<file path="config.mk">
export PLATFORM = sky130hd
export DESIGN_NAME = acceptance_filter_flat
export DESIGN_NICKNAME = d
export VERILOG_FILES = /design/src/rtl/acceptance_filter_if.sv /design/src/rtl/acceptance_filter.sv /design/src/flat_wrapper.sv
export SDC_FILE = /design/constraint.sdc
export NUM_CORES = 1
export LEC_CHECK = 0
export ABC_AREA = 1
export CAP_MARGIN = 20
export CORE_UTILIZATION = 25
export CTS_CLUSTER_DIAMETER = 80
export DETAILED_ROUTE_END_ITERATION = 12
export HOLD_SLACK_MARGIN = 0.12
export PLACE_DENSITY = 0.52
export SLEW_MARGIN = 20
export SYNTH_ARGS = -nofsm -noshare
export SYNTH_HDL_FRONTEND = slang
export SYNTH_SLANG_ARGS = --single-unit
</file>
<file path="constraint.sdc">
create_clock -name i_sys_clk -period 11.35 [get_ports i_sys_clk]
set_input_delay 2.27 -clock i_sys_clk [delete_from_list [all_inputs] [get_ports i_sys_clk]]
set_output_delay 2.27 -clock i_sys_clk [all_outputs]
set_load 0.005 [all_outputs]
</file>
<file path="src/rtl/acceptance_filter_if.sv">
// Decoder-to-filter-to-RX-FIFO signal bundle for the CAN acceptance filter.
// Latency: n/a (wires only).
// Backpressure: i_rx_full from the FIFO side; frames arriving while busy are lost.
// Ports: i_can_ready/i_rx_message from the frame decoder, i_rx_full from the FIFO,
//        o_rx_w_en/o_rx_fifo_w_data to the FIFO, o_acfbsy status.
interface acceptance_filter_if;
  logic         i_can_ready;
  logic [127:0] i_rx_message;
  logic         i_rx_full;
  logic         o_rx_w_en;
  logic [127:0] o_rx_fifo_w_data;
  logic         o_acfbsy;

  // master: decoder/FIFO side that feeds the filter
  modport master (
    output i_can_ready, i_rx_message, i_rx_full,
    input  o_rx_w_en, o_rx_fifo_w_data, o_acfbsy
  );

  // slave: the acceptance filter itself
  modport slave (
    input  i_can_ready, i_rx_message, i_rx_full,
    output o_rx_w_en, o_rx_fifo_w_data, o_acfbsy
  );
endinterface

</file>
<file path="src/rtl/acceptance_filter.sv">
// CAN RX acceptance filter: 4 mask/ID pairs, accepted frames written to the RX FIFO.
// Latency: strobe edge sampled at edge N -> o_rx_w_en pulse in the cycle after N+2.
// Backpressure: stalls in WAIT_FIFO while i_rx_full (drops instead with AF_DROP_ON_FULL_EN).
// Ports: i_sys_clk, i_reset (async, active-high); rx_if (slave modport) carries the
//        decoder strobe/message, FIFO full, FIFO write enable/data and busy flag;
//        i_afmr1..4 masks (1 = compare), i_afir1..4 IDs, i_uaf1..4 filter enables.
// Build option: define AF_DROP_ON_FULL_EN to discard accepted frames when the FIFO is full.
module acceptance_filter (
  input  logic                      i_sys_clk,
  input  logic                      i_reset,
  acceptance_filter_if.slave        rx_if,
  input  logic [31:0]               i_afmr1,
  input  logic [31:0]               i_afmr2,
  input  logic [31:0]               i_afmr3,
  input  logic [31:0]               i_afmr4,
  input  logic [31:0]               i_afir1,
  input  logic [31:0]               i_afir2,
  input  logic [31:0]               i_afir3,
  input  logic [31:0]               i_afir4,
  input  logic                      i_uaf1,
  input  logic                      i_uaf2,
  input  logic                      i_uaf3,
  input  logic                      i_uaf4
);

  typedef enum logic [2:0] {
    S_IDLE      = 3'd0,
    S_FILTER    = 3'd1,
    S_WRITE     = 3'd2,
    S_DISCARD   = 3'd3
`ifndef AF_DROP_ON_FULL_EN
    ,S_WAIT_FIFO = 3'd4
`endif
  } state_t;

  state_t       state_q, state_d;
  logic         phase_q, phase_d;    // FILTER runs two cycles: compare, then decide
  logic         hit_q,   hit_d;      // registered accept decision
  logic         hist_q;              // previous i_can_ready sample for edge detect
  logic [127:0] msg_q,   msg_d;
  logic         w_en_q,  w_en_d;
  logic [127:0] wdata_q, wdata_d;
  logic         busy_q,  busy_d;

  logic         can_edge;
  logic [31:0]  id_word;
  logic [3:0]   match;
  logic [3:0]   uaf;
  logic         accept;

  assign can_edge = rx_if.i_can_ready & ~hist_q;
  assign id_word  = msg_q[127:96];

  // A filter matches when every masked bit of the ID equals the programmed ID bit.
  assign match[0] = ((id_word ^ i_afir1) & i_afmr1) == 32'd0;
  assign match[1] = ((id_word ^ i_afir2) & i_afmr2) == 32'd0;
  assign match[2] = ((id_word ^ i_afir3) & i_afmr3) == 32'd0;
  assign match[3] = ((id_word ^ i_afir4) & i_afmr4) == 32'd0;
  assign uaf      = {i_uaf4, i_uaf3, i_uaf2, i_uaf1};

  // No enabled filter means pass-all.
  assign accept   = (uaf == 4'd0) | (|(uaf & match));

  always_comb begin
    state_d = state_q;
    phase_d = phase_q;
    hit_d   = hit_q;
    msg_d   = msg_q;
    case (state_q)
      S_IDLE: begin
        phase_d = 1'b0;
        if (can_edge) begin
          msg_d   = rx_if.i_rx_message;
          state_d = S_FILTER;
        end
      end
      S_FILTER: begin
        if (!phase_q) begin
          hit_d   = accept;
          phase_d = 1'b1;
        end else begin
          phase_d = 1'b0;
          if (!hit_q) begin
            state_d = S_DISCARD;
          end else if (rx_if.i_rx_full) begin
`ifdef AF_DROP_ON_FULL_EN
            state_d = S_DISCARD;
`else
            state_d = S_WAIT_FIFO;
`endif
          end else begin
            state_d = S_WRITE;
          end
        end
      end
`ifndef AF_DROP_ON_FULL_EN
      S_WAIT_FIFO: begin
        if (!rx_if.i_rx_full) begin
          state_d = S_WRITE;
        end
      end
`endif
      S_WRITE:   state_d = S_IDLE;
      S_DISCARD: state_d = S_IDLE;
      default:   state_d = S_IDLE;
    endcase
  end

  // Outputs are registered from the next state so they line up with the state they describe.
  always_comb begin
    w_en_d  = (state_d == S_WRITE);
    busy_d  = (state_d != S_IDLE);
    wdata_d = wdata_q;
    if ((state_d == S_WRITE) && (state_q != S_WRITE)) begin
      wdata_d = msg_q;
    end
  end

  always_ff @(posedge i_sys_clk or posedge i_reset) begin
    if (i_reset) begin
      state_q <= S_IDLE;
      phase_q <= 1'b0;
      hit_q   <= 1'b0;
      hist_q  <= 1'b0;
      msg_q   <= 128'd0;
      w_en_q  <= 1'b0;
      wdata_q <= 128'd0;
      busy_q  <= 1'b0;
    end else begin
      state_q <= state_d;
      phase_q <= phase_d;
      hit_q   <= hit_d;
      // History tracks the strobe in every state so a held level never retriggers.
      hist_q  <= rx_if.i_can_ready;
      msg_q   <= msg_d;
      w_en_q  <= w_en_d;
      wdata_q <= wdata_d;
      busy_q  <= busy_d;
    end
  end

  assign rx_if.o_rx_w_en        = w_en_q;
  assign rx_if.o_rx_fifo_w_data = wdata_q;
  assign rx_if.o_acfbsy         = busy_q;

endmodule

</file>
<file path="src/flat_wrapper.sv">
// flat-port wrapper written by rule: the top's interface ports become plain ports
module acceptance_filter_flat 
  (i_sys_clk, i_reset, i_afmr1, i_afmr2, i_afmr3, i_afmr4, i_afir1, i_afir2, i_afir3, i_afir4, i_uaf1, i_uaf2, i_uaf3, i_uaf4, rx_if_i_can_ready, rx_if_i_rx_message, rx_if_i_rx_full, rx_if_o_rx_w_en, rx_if_o_rx_fifo_w_data, rx_if_o_acfbsy);
  acceptance_filter_if rx_if_i ();
  input  logic i_sys_clk;
  input  logic i_reset;
  input  logic [31:0] i_afmr1;
  input  logic [31:0] i_afmr2;
  input  logic [31:0] i_afmr3;
  input  logic [31:0] i_afmr4;
  input  logic [31:0] i_afir1;
  input  logic [31:0] i_afir2;
  input  logic [31:0] i_afir3;
  input  logic [31:0] i_afir4;
  input  logic i_uaf1;
  input  logic i_uaf2;
  input  logic i_uaf3;
  input  logic i_uaf4;
  input wire logic [$bits(rx_if_i.i_can_ready)-1:0] rx_if_i_can_ready;
  input wire logic [$bits(rx_if_i.i_rx_message)-1:0] rx_if_i_rx_message;
  input wire logic [$bits(rx_if_i.i_rx_full)-1:0] rx_if_i_rx_full;
  output wire logic [$bits(rx_if_i.o_rx_w_en)-1:0] rx_if_o_rx_w_en;
  output wire logic [$bits(rx_if_i.o_rx_fifo_w_data)-1:0] rx_if_o_rx_fifo_w_data;
  output wire logic [$bits(rx_if_i.o_acfbsy)-1:0] rx_if_o_acfbsy;
  assign rx_if_i.i_can_ready = rx_if_i_can_ready;
  assign rx_if_i.i_rx_message = rx_if_i_rx_message;
  assign rx_if_i.i_rx_full = rx_if_i_rx_full;
  assign rx_if_o_rx_w_en = rx_if_i.o_rx_w_en;
  assign rx_if_o_rx_fifo_w_data = rx_if_i.o_rx_fifo_w_data;
  assign rx_if_o_acfbsy = rx_if_i.o_acfbsy;
  acceptance_filter u_core (.i_sys_clk(i_sys_clk), .i_reset(i_reset), .rx_if(rx_if_i), .i_afmr1(i_afmr1), .i_afmr2(i_afmr2), .i_afmr3(i_afmr3), .i_afmr4(i_afmr4), .i_afir1(i_afir1), .i_afir2(i_afir2), .i_afir3(i_afir3), .i_afir4(i_afir4), .i_uaf1(i_uaf1), .i_uaf2(i_uaf2), .i_uaf3(i_uaf3), .i_uaf4(i_uaf4));
endmodule
</file>
==> impl_results.md, run 1 <==
- Post-synth ARST share: 1.000
- RSZ-0062 raised after global routing: false
- Top-count cell post-synth: nand2_1
- Tcrit/Tclk final: 0.4124
- Slew Limit Headroom: 0.3712
- Routed vias: 11,500
- EDFF count, synth: 0
- Avg Cell Area, Syn: 8.460 um2
- Setup TNS: 0 ns
- Netlist cell types: 22
- Layout cell share with drive strength beyond 1: 0.1056
- Core area: 48,150 um2
- # rows: 80
- Area leader, netlist: dfrtp_1
- CTS Buf Count: 31
- Critical Path Source Type: primary input
- WL final: 49,700 um
- # DRC: 0
- Final Hold Fails: 0
- Crit path max fanout: 86
- Initial antenna violation count: 17
- Peak VDD IR: 0.1248 mV
- Worst-margin pin slew: 0.9431 ns
- Post-placement cell count: 2,589
- Status: complete, no violations
- Most used DFF post-synth: dfrtp_1
- Initial core utilization: 0.2553
- Mapped cell area: 12,290 um2
- DIE WIDTH: 223.7 um
- Post-route ant nets: 0
- CP required: 11.77 ns
- Total global routing overflow: 0
- Worst min path class: reg2reg
- DP Wirelength: 38,240 um
- DR iter-0 viols: 498
- Num Clock Sinks: 264
- Worst clock skew: 0.02415 ns
- DIE HEIGHT: 223.7 um
- PwrDens: 227.9 nW/um2
- Synth Register Bits: 264
- Largest cells by area after synthesis: dfrtp_1, nand2_1, mux2_2, nand3_1, inv_1
- DRT Pass-1 Iters: 7
- CTS Hold Bufs: 0
- Total GRT Usage: 0.1960
- Synth Warn #: 0
- Layout net count: 2,358
- Crit path arrival time: 5.10 ns
- # setup viols final: 0
- Sequential-to-total area share from yosys stat: 0.5375
- Via density: 4.335
- CTS root buffer: clkbuf_16
- Max-cap viol count: 0
- Total leakage power: 0.009083 uW
- Top cell type's share of synthesized area: 0.5375
- Final cell count without fillers: 2,652
- Largest net degree at the start of global routing: 168
- Fin. max-slew vios: 0
- Die footprint: 50,060 um2
- First-pass GRT wire length: 73,440 um
- Achievable frequency: 213.6 MHz
- GPL Wtd Cong: 0.9148
- Top cells by count, synth: nand2_1, dfrtp_1, nand3_1
- Mapped Cells: 1,453
- Total power: 4391 uW
- H-tree levels: 1
- Post-CTS setup buffer count: 0
- Port buffer count: 521
- Number of global-route vias before repair: 11,720
- Clock Pin Slew Worst Setup and Hold Paths: 0.06 ns
- Ports: 522
- Area delta synth->final: 56.73%
- Crit path capture type: flop
- Worst setup path category: in2reg
- Clock tree buffer depth: 3
- Worst-Skew Late Latency: 0.57 ns
- Post-CTS Resized: 0
- Tmin final: 4.681 ns
- WL/cell: 18.74 um
- CTS tree: done
- Syn nets: 1,845
## placed cells by master, fill, tap and decap left out, types with 4 or more instances in the layout
cell type / synthesis / routed
buf_4: 9 / 4
clkbuf_1: 4 / 5
or2_2: 57 / 57
clkbuf_16: 0 / 31
o21ai_0: 10 / 10
nor2_1: 81 / 81
clkbuf_8: 0 / 8
nand4_1: 8 / 8
clkinvlp_4: 0 / 4
o21ai_1: 32 / 32
nand2_1: 569 / 569
clkdlybuf4s50_1: 0 / 521
mux2_2: 90 / 90
nand3_1: 130 / 130
dfrtp_1: 264 / 264
a21oi_1: 41 / 41
bufinv_16: 0 / 5
inv_1: 113 / 112
diode_2: 0 / 7
## cells by family after synthesis
logic type | Yosys count | share of synthesized area
XOR/XNOR | 2 | 0.001425
buffers and inverters | 163 | 0.05731
flip-flops | 264 | 0.5375
AO/OA/AOI/OAI | 85 | 0.03502
multiplexers | 90 | 0.08245
AND/OR/NAND/NOR | 849 | 0.2863
## final cells by class
class                   instances  area [um2]
diodes                          7       17.52
clock buffers                  44       904.6
clock inverters                12       205.2
fillers                      4881       28880
inverters                     116       447.9
multi-input cells            1026        4986
flip-flops and latches        264        6606
well taps                     656       820.8
repair buffers                527        5276
## critical path, cell delays in order
cell,delay [ns]
clkdlybuf4s50_1,0.53
nand4_1,0.19
nand2_1,0.17
nor2_4,0.05
buf_4,0.25
inv_6,0.50
buf_4,0.79
o21ai_0,0.16
## worst paths after layout
| check | startpoint | end | slack, ns | cells past startpoint |
|---|---|---|---|---|
| min in group asynchronous | i_reset | u_core.msg_q[27]$_DFFE_PP0P_ | 2.30 | 2 |
| max reg2reg | u_core.state_q[2]$_DFF_PP0_ | u_core.rx_if.o_rx_fifo_w_data[121]$_DFFE_PP0P_ | 8.35 | 8 |
| max in group asynchronous | i_reset | u_core.msg_q[106]$_DFFE_PP0P_ | 7.66 | 3 |
| min reg2reg | u_core.msg_q[81]$_DFFE_PP0P_ | u_core.rx_if.o_rx_fifo_w_data[81]$_DFFE_PP0P_ | 0.47 | 2 |
| max | rx_if_i_can_ready | u_core.rx_if.o_rx_fifo_w_data[121]$_DFFE_PP0P_ | 6.67 | 8 |
| min | u_core.msg_q[81]$_DFFE_PP0P_ | u_core.rx_if.o_rx_fifo_w_data[81]$_DFFE_PP0P_ | 0.47 | 2 |
## state kept, by name, summed over array words and instances, names as in the netlist
name	flops
u_core.hist_q	1
u_core.hit_q	1
u_core.msg_q	128
u_core.phase_q	1
u_core.rx_if.o_acfbsy	1
u_core.rx_if.o_rx_fifo_w_data	128
u_core.rx_if.o_rx_w_en	1
u_core.state_q	3
## metrics by stage
stage / utilization / area (um2) / hold WS (ns) / worst slack (ns)
after floorplan: - / 12290 / 0.4434 / 1.811
after global placement: 0.3766 / 18130 / 0.4495 / 6.058
after detailed placement: 0.3766 / 18130 / 0.4522 / 5.989
after CTS: 0.3997 / 19240 / 0.4667 / 6.649
after global routing: 0.4000 / 19260 / 0.4844 / 6.384
final: 0.4001 / 19260 / 0.4656 / 6.669
## routing by layer
layer	vias to the layer above	share of wire	GRT usage
li1	5614	-	-
met4	22	0.019	0.05038
met2	363	0.51	0.3555
met5	-	0.0030	0
met1	5421	0.38	0.2130
met3	77	0.094	0.07371
## where the power goes
part / switching [uW] / internal (uW) / total (uW) / leakage (uW)
Clock: 407 / 666 / 1070 / 0.000531
Sequential: 350 / 1380 / 1730 / 0.00320
Combinational: 734 / 854 / 1590 / 0.00535
(Power assumes the default switching activity.)
==> run 2, diff against run 1 <==
Settings changed: PLACE_DENSITY 0.52 to 0.54.
Clock period 11.35 ns to 4.3 ns, I/O delays scaled along.
==> run 2 against run 1 <==
Sequential power grew to 2.6 times the previous value. First-iteration DRC count is 1.8% higher. Global-route usage shrank 0.094 points. Cell count rose by 0.45%. Core utilization increased by 0.35 points. Die area unchanged. Clock skew about the same. Critical path depth is 1 lower. Power rose to 2.7 times the previous value. Clock power grew to 2.8 times the previous value. Critical path type unchanged. Largest power group unchanged.
==> impl_results.md, run 2 (synthesis gave the netlist of run 1 again) <==
- Tcrit/Tclk final: 0.5871
- WL/cell: 18.54 um
- Final Util: 0.4036
- Post-route ant nets: 0
- Crit path max fanout: 91
- GPL Wtd Cong: 0.9272
- Placement Setup Slack: 1.182 ns
- Layout cell share with drive strength beyond 1: 0.1097
- Post-CTS Resized: 0
- Via density: 4.342
- Number of global-route vias before repair: 11,800
- Worst clock skew: 0.02460 ns
- Routed vias: 11,570
- Initial antenna violation count: 22
- DIE WIDTH: 223.7 um
- Ports: 522
- # DRC: 0
- Fin. max-slew vios: 0
- CTS tree: done
- DR iter-0 viols: 507
- Worst min path class: reg2reg
- Final Hold Fails: 0
- Total leakage power: 0.009170 uW
- Peak VDD IR: 0.4147 mV
- CTS root buffer: clkbuf_16
- CTS Buf Count: 34
- Most common cell after layout, fill and taps aside: nand2_1
- # rows: 80
- DP Wirelength: 38,000 um
- Tmin final: 2.524 ns
- Total global routing overflow: 0
- H-tree levels: 2
- Crit path arrival time: 2.98 ns
- Layout net count: 2,364
- Achievable frequency: 396.1 MHz
- WL final: 49,400 um
- DRT Pass-1 Iters: 5
- Worst-margin pin slew: 1.043 ns
- Min Hold Slack: 0.4626 ns
- Kind of cell adding the most delay to the critical path: buffers and inverters
- Crit path capture type: flop
- Max-cap viol count: 0
- Commonest cells after routing, fill and taps aside: nand2_1, clkdlybuf4s50_1, dfrtp_1
- Slowest library cell on the worst path: buf_4
- Num Clock Sinks: 264
- Total GRT Usage: 0.1951
- Most Frequent Cell on Critical Path: nand2_1
- Worst setup path category: in2reg
- First-pass GRT wire length: 72,190 um
- DIE HEIGHT: 223.7 um
- Largest net degree at the start of global routing: 168
- CTS Hold Bufs: 0
- # setup viols final: 0
- Setup WS post-layout: 1.776 ns
- Post-CTS setup buffer count: 0
- Critical Path Source Type: primary input
- Clock Pin Slew Worst Setup and Hold Paths: 0.06 ns
- Worst-Skew Late Latency: 0.53 ns
- Area delta synth->final: 58.09%
- CP required: 4.76 ns
- Slew Limit Headroom: 0.3045
- Crit-path cells: clkdlybuf4s50_1 -> nand4_1 -> nand2_1 -> nor2_4 -> buf_4 -> nand2_1 -> nand2_1
- Clock tree buffer depth: 3
- RSZ-0062 raised after global routing: false
- Port buffer count: 521
- CP peak stage delay: 0.79 ns
- Status: complete, no violations
- Buffers plus inverters on the worst setup path: 2
- Die footprint: 50,060 um2
- PwrDens: 606.6 nW/um2
- Initial core utilization: 0.2553
- FILL cells: 4,872
- Core area: 48,150 um2
## run 2: changes by cell type in the layout (fill, tap and decap cells not counted), moves of 3 or more
cell / before / now
clkinv_2: 1 / 6
buf_12: 1 / 4
clkbuf_16: 31 / 35
diode_2: 7 / 12
## run 2: layout make-up
| class | count | area, um2 | share of cell area |
|---|---|---|---|
| clock buffers | 45 | 983.4 | 0.05061 |
| flip-flops and latches | 264 | 6606 | 0.3400 |
| multi-input cells | 1026 | 4986 | 0.2566 |
| repair buffers | 530 | 5333 | 0.2744 |
| clock inverters | 15 | 229.0 | 0.01178 |
| well taps | 656 | 820.8 | 0.04224 |
| diodes | 12 | 30.03 | 0.001545 |
| inverters | 116 | 444.2 | 0.02286 |
## run 2: worst min-delay path, delay by kind of cell (launching register included)
| kind | cells | cell delay [ns] |
|---|---|---|
| DFF | 1 | 0.34 |
| and+or+nand+nor | 2 | 0.10 |
## run 2: worst paths after layout
| check | start | endpoint | slack, ns | depth (start not counted) |
|---|---|---|---|---|
| worst min-delay path | u_core.msg_q[56]$_DFFE_PP0P_ | u_core.rx_if.o_rx_fifo_w_data[56]$_DFFE_PP0P_ | 0.46 | 2 |
| worst max register to register | u_core.state_q[2]$_DFF_PP0_ | u_core.rx_if.o_rx_fifo_w_data[0]$_DFFE_PP0P_ | 2.08 | 9 |
| min in group asynchronous | i_reset | u_core.rx_if.o_rx_fifo_w_data[41]$_DFFE_PP0P_ | 0.71 | 2 |
| worst max-delay path | rx_if_i_can_ready | u_core.rx_if.o_rx_fifo_w_data[0]$_DFFE_PP0P_ | 1.78 | 7 |
| max in group asynchronous | i_reset | u_core.rx_if.o_rx_fifo_w_data[116]$_DFFE_PP0P_ | 2.65 | 3 |
| worst min register to register | u_core.msg_q[56]$_DFFE_PP0P_ | u_core.rx_if.o_rx_fifo_w_data[56]$_DFFE_PP0P_ | 0.46 | 2 |
## run 2: report_power, final
group          internal, uW  total (uW)  leakage [uW]  switching (uW)
clock                  1920        3030      0.000597            1120
sequential             3640        4530       0.00320             890
combinational          2270        4220       0.00538            1950
## run 2: metal layers
metal	share of wire	track usage	up-vias	routed length [um]
li1	-	-	5656	-
met5	0.0026	0	-	126
met1	0.37	0.2053	5380	18150
met4	0.047	0.1008	18	2303
met2	0.49	0.3356	413	24170
met3	0.094	0.07765	100	4646
## run 2: stage by stage
step           total power (uW)  TNS [ns]  cell area [um2]  std cells
2_1_floorplan              6440    -11.49            12300       1453
3_3_place_gp               8767         0            18190       2592
3_5_place_dp               8875         0            18190       2592
4_1_cts                   12010         0            19400       2652
5_1_grt                   12630         0            19430       2662
6_report                  11790         0            19430       2664
